--- src/rtl/seq_detector_param.sv ---
// Parametrised Moore serial-pattern detector with runtime pattern
// reload, overlap mode, din qualification and a saturating match count.
module seq_detector_param #(
  parameter int               PAT_W    = 4,
  parameter logic [PAT_W-1:0] PAT_INIT = 4'b1001,
  parameter int               OVERLAP  = 1,
  parameter int               CNT_W    = 8
) (
  input  logic             clk,
  input  logic             rst,
  input  logic             din_valid,
  input  logic             din,
  input  logic             pat_load,
  input  logic [PAT_W-1:0] pat_in,
  input  logic             cnt_clr,
  output logic             dout,
  output logic [CNT_W-1:0] match_cnt,
  output logic             busy
);

  localparam int KW = $clog2(PAT_W + 1);

  typedef enum logic [1:0] {
    IDLE,
    TRACK,
    MATCH
  } state_t;

  state_t             state_q, state_d;
  logic [PAT_W-1:0]   pat_q, pat_d;
  logic [PAT_W-1:0]   hist_q, hist_d;
  logic [KW-1:0]      rcv_q, rcv_d;
  logic [CNT_W-1:0]   cnt_q, cnt_d;

  logic [PAT_W-1:0]   hist_sh;
  logic [KW-1:0]      rcv_sh;
  logic [KW-1:0]      k_new;
  logic [PAT_W-1:0]   pfx;
  logic               ok;

  // k_new: longest suffix of the shifted history equal to a pattern prefix
  always_comb begin
    hist_sh = {hist_q[PAT_W-2:0], din};
    rcv_sh  = (rcv_q == KW'(PAT_W)) ? rcv_q : rcv_q + KW'(1);
    k_new   = '0;
    pfx     = '0;
    ok      = 1'b0;
    for (int j = 1; j <= PAT_W; j++) begin
      pfx = pat_q >> (PAT_W - j);
      ok  = (j <= int'(rcv_sh));
      for (int i = 0; i < PAT_W; i++) begin
        if (i < j && hist_sh[i] != pfx[i]) begin
          ok = 1'b0;
        end
      end
      if (ok) begin
        k_new = KW'(j);
      end
    end
  end

  always_comb begin
    state_d = state_q;
    pat_d   = pat_q;
    hist_d  = hist_q;
    rcv_d   = rcv_q;
    cnt_d   = cnt_q;
    unique case (state_q)
      IDLE: begin
        state_d = TRACK;
        if (pat_load) begin
          pat_d = pat_in;
        end
      end
      TRACK, MATCH: begin
        if (pat_load) begin
          pat_d   = pat_in;
          hist_d  = '0;
          rcv_d   = '0;
          state_d = TRACK;
        end else if (din_valid) begin
          hist_d  = hist_sh;
          rcv_d   = rcv_sh;
          state_d = TRACK;
          if (k_new == KW'(PAT_W)) begin
            state_d = MATCH;
            if (cnt_q != '1) begin
              cnt_d = cnt_q + CNT_W'(1);
            end
            // non-overlap: next bit is judged on its own
            if (OVERLAP == 0) begin
              hist_d = '0;
              rcv_d  = '0;
            end
          end
        end
      end
      default: begin
        state_d = IDLE;
      end
    endcase
    if (cnt_clr) begin
      cnt_d = '0;
    end
  end

  always_ff @(posedge clk or negedge rst) begin
    if (!rst) begin
      state_q <= IDLE;
      pat_q   <= PAT_INIT;
      hist_q  <= '0;
      rcv_q   <= '0;
      cnt_q   <= '0;
    end else begin
      state_q <= state_d;
      pat_q   <= pat_d;
      hist_q  <= hist_d;
      rcv_q   <= rcv_d;
      cnt_q   <= cnt_d;
    end
  end

  assign dout      = (state_q == MATCH);
  assign busy      = (state_q != IDLE);
  assign match_cnt = cnt_q;

endmodule

--- config.mk ---
export PLATFORM = sky130hd
export DESIGN_NAME = seq_detector_param
export DESIGN_NICKNAME = d
export VERILOG_FILES = /design/src/rtl/seq_detector_param.sv
export SDC_FILE = /design/constraint.sdc
export NUM_CORES = 1
export LEC_CHECK = 0
export BUFFER_PORTS_ARGS = -buffer_cell sky130_fd_sc_hd__buf_2
export CAP_MARGIN = 20
export CORE_MARGIN = 5
export CORE_UTILIZATION = 59
export CTS_CLUSTER_SIZE = 28
export DETAILED_ROUTE_END_ITERATION = 8
export MAX_ROUTING_LAYER = met4
export PLACE_DENSITY = 0.9
export SLEW_MARGIN = 20
export SYNTH_ARGS = -nofsm -noshare
export SYNTH_HDL_FRONTEND = slang
export SYNTH_SLANG_ARGS = --single-unit
--- constraint.sdc ---
create_clock -name clk -period 3.8 [get_ports clk]
set_clock_uncertainty 0.1 [all_clocks]
set_input_delay 0.76 -clock clk [delete_from_list [all_inputs] [get_ports clk]]
set_output_delay 0.76 -clock clk [all_outputs]
set_load 0.01 [all_outputs]
==> flow_summary.yaml, run 1 <==
status:
  outcome: "finished, final reports clean"
floorplan:
  initial_core_util_pct: 61.5
  die_height_um: 55.2
  die_w_um: 55.2
  ioPinCount: 20
  fp.coreArea_um2: 1960
  die_area_um2: 3050
  rows: 16
hold_path:
  hold_path_class: "in2async"
synth:
  synth_top_area_cell: "dfrtp_1"
  yosysSeqAreaShare_pct: 41.7
  syn_area_um2: 1210
  ys_warn_count: 0
  ys_ff_latch: 20
  syn_avg_cell_area_um2: 9.98
  ys_types: 41
  synth_ff_type: "dfrtp_1"
  async_flop_share_pct: 100
  synth_area_leaders: "dfrtp_1 37%, mux2_2 7.5%, ha_1 6.2%"
  syn_inst: 121
  synth_edf_count: 0
  syn_nets: 137
  synth_top_area_share_pct: 37.3
placed_design:
  hpwlAfterDp_mm: 1.84
  place_ws_ns: 1.19
  gp_congestion: 0.819
  numPortBuffers: 19
worst_setup_path:
  startpoint_type: "register"
  crit_chain: "inv_1 -> ha_1 -> and2_1 -> o21ai_0 -> nor4b_1 -> mux2_1"
  crit_path_max_fanout: 11
  crit_family: "simple AND/OR/NAND/NOR gates"
  critical_path_class: "reg2reg"
  path_buf_inv: 1
  cp-end-kind: "register"
  cpPeakStageDelay_ns: 0.49
  arrival_ns: 2.70
  slowest_stage: "ha_1"
  required_ns: 3.90
clock_network:
  cts.sinks: 20
  clk_pin_slew_worst_paths_ns: 0.11
  cts_htree_levels: 1
  post-cts-setup-buffer-count: 0
  clock-root-buffer: "clkbuf_4"
  clk_latency_ns: 0.30
  tritoncts: "built"
  hold_buffers: 0
  cts_resized: 0
  cts_made_buffers: 3
  cts_buffer_depth: 2
drt:
  wl_mm: 2.45
  drc: 0
  routed_via_density: 5.74
  wl_per_cell_um: 14.8
  dr.first_iter.drc_count: 15
  via_count: 953
  first_pass_iters: 4
  ant_nets: 0
final_layout:
  area_growth_pct: 10.4
  fillCellCount: 175
  layout_common_cells: "19 x buf_2, 18 x dfrtp_1, 11 x inv_1"
  layout.nets: 156
  final_layout_size_suffix_gt1_share_pct: 26.6
  diodes: 0
  final_common_cell: "buf_2"
global_routing:
  grt_overflow: 0
  grtUsageTotal_pct: 17.6
  grt_pass1_vias: 959
  grt_first_pass_wirelength_mm: 4.24
  grt_max_degree: 21
  antenna_found_initial: 0
sta:
  hold_violations: 0
  finalCriticalPeriod_ns: 2.60
  rsz0062_at_grt: "false"
  setup_viol: 0
  slew_viol_final: 0
  slew_headroom_pct: 60.8
  setup_slack_ns: 1.20
  clock.fmax_mhz: 384
  tightest_slew_ns: 0.582
  fin_tns_setup_ns: 0
  post-route-period-util_pct: 68.5
pwr:
  ir_worst_vdd_mv: 0.264
  powerDensity_nw_per_um2: 394
  finalPower_uw: 524
  p_leak_uw: 0.000624
flow_run:
  maxCapViolCount: 0
[where the power goes]
group	internal (µW)	switching [µW]	leakage [µW]	total (µW)
Clock	58.5	65.0	0.0000210	123
Combinational	59.4	87.0	0.000342	146
Sequential	236	18.6	0.000262	255
[Yosys cell counts (2+ instances only)]
| cell | n |
|---|---|
| o21ai_0 | 4 |
| dfstp_2 | 2 |
| o22ai_1 | 3 |
| nand2_1 | 4 |
| buf_6 | 2 |
| nand2b_1 | 2 |
| xnor2_1 | 2 |
| xor2_1 | 2 |
| a32o_1 | 2 |
| mux2_1 | 2 |
| a21oi_1 | 6 |
| nor3_1 | 2 |
| dfrtp_1 | 18 |
| mux2_2 | 8 |
| nor4_1 | 3 |
| ha_1 | 6 |
| inv_1 | 11 |
| nor2b_1 | 6 |
| nand3_1 | 2 |
| and2_1 | 2 |
| nor2_1 | 10 |
| a2bb2oi_1 | 3 |
[cell type report]
type	count	area, µm²	share of cell area (%)
clock buffer	4	36.3	2.72
inverter	11	41.3	3.10
multi-input combinational	85	623	46.8
sequential	20	503	37.7
tap	27	33.8	2.54
timing repair buffer	19	95.1	7.14
[stage by stage]
stage,util (%),instance area [µm²],cells,hold WS [ns]
after global routing,67.9,1330,166,0.310
after global placement,66.1,1300,162,0.409
after CTS,67.9,1330,166,0.299
final,67.9,1330,166,0.292
after detailed placement,66.1,1300,162,0.420
after floorplan,-,1210,121,0.364
[sequential cells by signal, summed over array words and instances, names as in the netlist]
name and count:
match_cnt 8, pat_q 4, hist_q 3, state_q 2, rcv_q 3
[final timing paths]
path / from / endpoint / slack (ns) / cells past startpoint
min: rst / match_cnt[1] / 0.29 / 1
max: state_q[0] / match_cnt[6] / 1.20 / 6
max reg2reg: state_q[0] / match_cnt[6] / 1.20 / 6
min in group clk: rcv_q[1] / rcv_q[1] / 0.44 / 1
min reg2reg: rcv_q[1] / rcv_q[1] / 0.44 / 1
max in group asynchronous: rst / pat_q[3] / 2.96 / 1
[metal layers]
metal	GRT usage (%)	part of all wire, %	wire length, µm	up-vias
met4	7.29	1.6	40	0
met1	20.3	42	1040	457
met5	-	0	0	-
met3	3.73	4.9	121	5
met2	29.4	51	1250	23
li1	-	-	-	468
[kinds of logic (layout without fill, tap and decap cells)]
| kind of cell | Yosys count | after routing | synth area share (%) |
|---|---|---|---|
| AOI/OAI and AO/OA | 25 | 25 | 14.2 |
| xor gates and xnor gates | 4 | 4 | 2.90 |
| adders and majority gates | 6 | 6 | 6.22 |
| buffers and inverters | 16 | 34 | 6.74 |
| DFF | 20 | 20 | 41.7 |
| muxes | 11 | 11 | 10.2 |
| and+or+nand+nor | 39 | 39 | 18.1 |
Power figures use the tool's default switching activity.
==> run 2: changes to the inputs <==
--- a/config.mk
+++ b/config.mk
@@ -8,11 +8,11 @@
 export BUFFER_PORTS_ARGS = -buffer_cell sky130_fd_sc_hd__buf_2
 export CAP_MARGIN = 20
 export CORE_MARGIN = 5
-export CORE_UTILIZATION = 59
+export CORE_UTILIZATION = 55
 export CTS_CLUSTER_SIZE = 28
 export DETAILED_ROUTE_END_ITERATION = 8
 export MAX_ROUTING_LAYER = met4
-export PLACE_DENSITY = 0.9
+export PLACE_DENSITY = 0.85
 export SLEW_MARGIN = 20
 export SYNTH_ARGS = -nofsm -noshare
 export SYNTH_HDL_FRONTEND = slang
==> constraint.sdc (replaced) <==
create_clock -name clk -period 2.6 [get_ports clk]
set_clock_uncertainty 0.1 [all_clocks]
set_input_delay 0.52 -clock clk [delete_from_list [all_inputs] [get_ports clk]]
set_output_delay 0.52 -clock clk [all_outputs]
set_load 0.01 [all_outputs]
==> run 2 against run 1 <==
Sequential share of layout area down 0.46 points. Combinational power up 56%. Highest routed layer unchanged. Non-clock buffer count up 2. Cell area up 1.2%. Final cell count up 1.8%. Sequential power up 46%. Worst setup slack worse by 0.86 ns. Largest cell class unchanged. Core utilization down 5.1 points. Clock power up 43%. Fmax up 15%. Register-to-register slack worse by 0.86 ns. Largest power group unchanged.
==> flow_summary.yaml, run 2 (synthesized netlist as in run 1, its figures left out) <==
final_layout:
  layout_common_cells: "19 x buf_2, 18 x dfrtp_1, 11 x inv_1"
  final_common_cell: "buf_2"
  final_layout_size_suffix_gt1_share_pct: 27.7
  area_growth_pct: 11.7
  final-instance-count-excl-fill: 169
  diodes: 0
  layout.nets: 158
  fillCellCount: 198
  largest_reg_flops: 8
global_routing:
  grt_first_pass_wirelength_mm: 4.24
  grt_max_degree: 21
  antenna_found_initial: 0
  grt_pass1_vias: 1028
  grt_overflow: 0
  grtUsageTotal_pct: 16.7
sta:
  setup_slack_ns: 0.336
  slew_headroom_pct: 62.7
  post-route-period-util_pct: 87.1
  rsz0062_at_grt: "false"
  slew_viol_final: 0
  fin_tns_setup_ns: 0
  setup_viol: 0
  clock.fmax_mhz: 442
  hold_violations: 0
  finalCriticalPeriod_ns: 2.26
  whs_ns: 0.0486
  tightest_slew_ns: 0.554
worst_setup_path:
  worst-path-stages: 5
  rrSetupSlack_ns: 0.34
  crit_family: "simple AND/OR/NAND/NOR gates"
  startpoint_type: "register"
  cp-startpoint: "rcv_q[0]"
  crit_chain: "ha_1 -> and3b_1 -> or4_4 -> nor4b_1 -> mux2_1"
  cp-end-kind: "register"
  reg2reg_to: "match_cnt[6]"
  arrival_ns: 2.35
  r2r-start: "rcv_q[0]"
  critical_path_class: "reg2reg"
  slowest_stage: "or4_4"
  crit_path_max_fanout: 10
  path_buf_inv: 0
  cpPeakStageDelay_ns: 0.49
  rr_worst_depth: 5
  setup.worst_path.end: "match_cnt[6]"
  required_ns: 2.69
clock_network:
  hold_buffers: 0
  cts.sinks: 20
  clk_pin_slew_worst_paths_ns: 0.11
  cts_resized: 0
  cts_buffer_depth: 2
  clock-root-buffer: "clkbuf_4"
  clk_latency_ns: 0.29
  cts_made_buffers: 3
  post-cts-setup-buffer-count: 0
  cts_htree_levels: 1
  tritoncts: "built"
pwr:
  p_switching_uw: 248
  powerDensity_nw_per_um2: 576
  p_leak_uw: 0.000634
  pwr-share-comb_pct: 29.4
  swShare_pct: 31.9
  finalPower_uw: 777
  p_int_uw: 529
  ir_worst_vdd_mv: 0.440
  p_seq_share_pct: 47.9
  clockPowerShare_pct: 22.7
status:
  outcome: "finished, final reports clean"
floorplan:
  rows: 17
  die_height_um: 56.9
  ioPinCount: 20
  die_w_um: 56.9
  die_area_um2: 3230
  fp.coreArea_um2: 2150
  initial_core_util_pct: 56.2
drt:
  drc: 0
  ant_nets: 0
  met1_length_mm: 1.00
  wl_mm: 2.39
  wl_per_cell_um: 14.1
  wl_met3_um: 119
  via_count: 978
  top_layer: "met4"
  dr_wl_met2_mm: 1.24
  first_pass_iters: 4
  routed_via_density: 5.79
  dr.first_iter.drc_count: 20
placed_design:
  gp_congestion: 0.871
  hpwlAfterDp_mm: 1.85
  numPortBuffers: 19
  place_ws_ns: 0.273
  dp_cells: 165
flow_run:
  maxCapViolCount: 0
hold_path:
  hold_path_class: "in2async"
## run 2: cell count changes in the layout (fill, tap and decap cells not counted)
cell / before / now
buf_4: 0 / 2
## run 2: layout make-up
type                            instances  area [µm²]  area share (%)
Tap cell                               28        35.0            2.60
Timing Repair Buffer                   21         110            8.16
Sequential cell                        20         503            37.3
Clock buffer                            4        36.3            2.69
Multi-Input combinational cell         85         623            46.2
Inverter                               11        41.3            3.06
## run 2: how the worst min path moves through the flow
stage	startpoint	end	slack [ns]	cells after the start
6_report	rst	match_cnt[5]	0.05	1
4_1_cts	rst	match_cnt[3]	0.06	1
3_3_place_gp	rst	match_cnt[0]	0.39	1
3_5_place_dp	rst	match_cnt[5]	0.39	1
2_1_floorplan	rst	hist_q[0]	0.12	0
5_1_grt	rst	match_cnt[5]	0.07	1
## run 2: power by group through the flow
stage                     registers (µW)  logic (µW)  clock network (µW)
final                                372         228                 176
after global routing                 376         257                 191
after CTS                            371         231                 181
after detailed placement             376         229                   0
after global placement               374         213                   0
after floorplan                      370         161                   0
## run 2: through the flow
stage,utilization (%),instance area (µm²)
CTS,62.8,1350
detailed placement,61.1,1310
finish,62.8,1350
global route,62.8,1350
global placement,61.1,1310
floorplan,-,1210
## run 2: routing by layer
layer | vias up | global-route usage, %
met2 | 20 | 29.9
met5 | - | -
met1 | 486 | 18.5
met3 | 4 | 2.99
li1 | 468 | -
met4 | 0 | 5.63
## run 2: worst reg2reg max path: cells and delay by family (launching register included)
kind / cells / cell delay (ns)
muxes: 1 / 0.36
and+or+nand+nor: 3 / 1.03
DFF: 1 / 0.43
adders and majority gates: 1 / 0.24
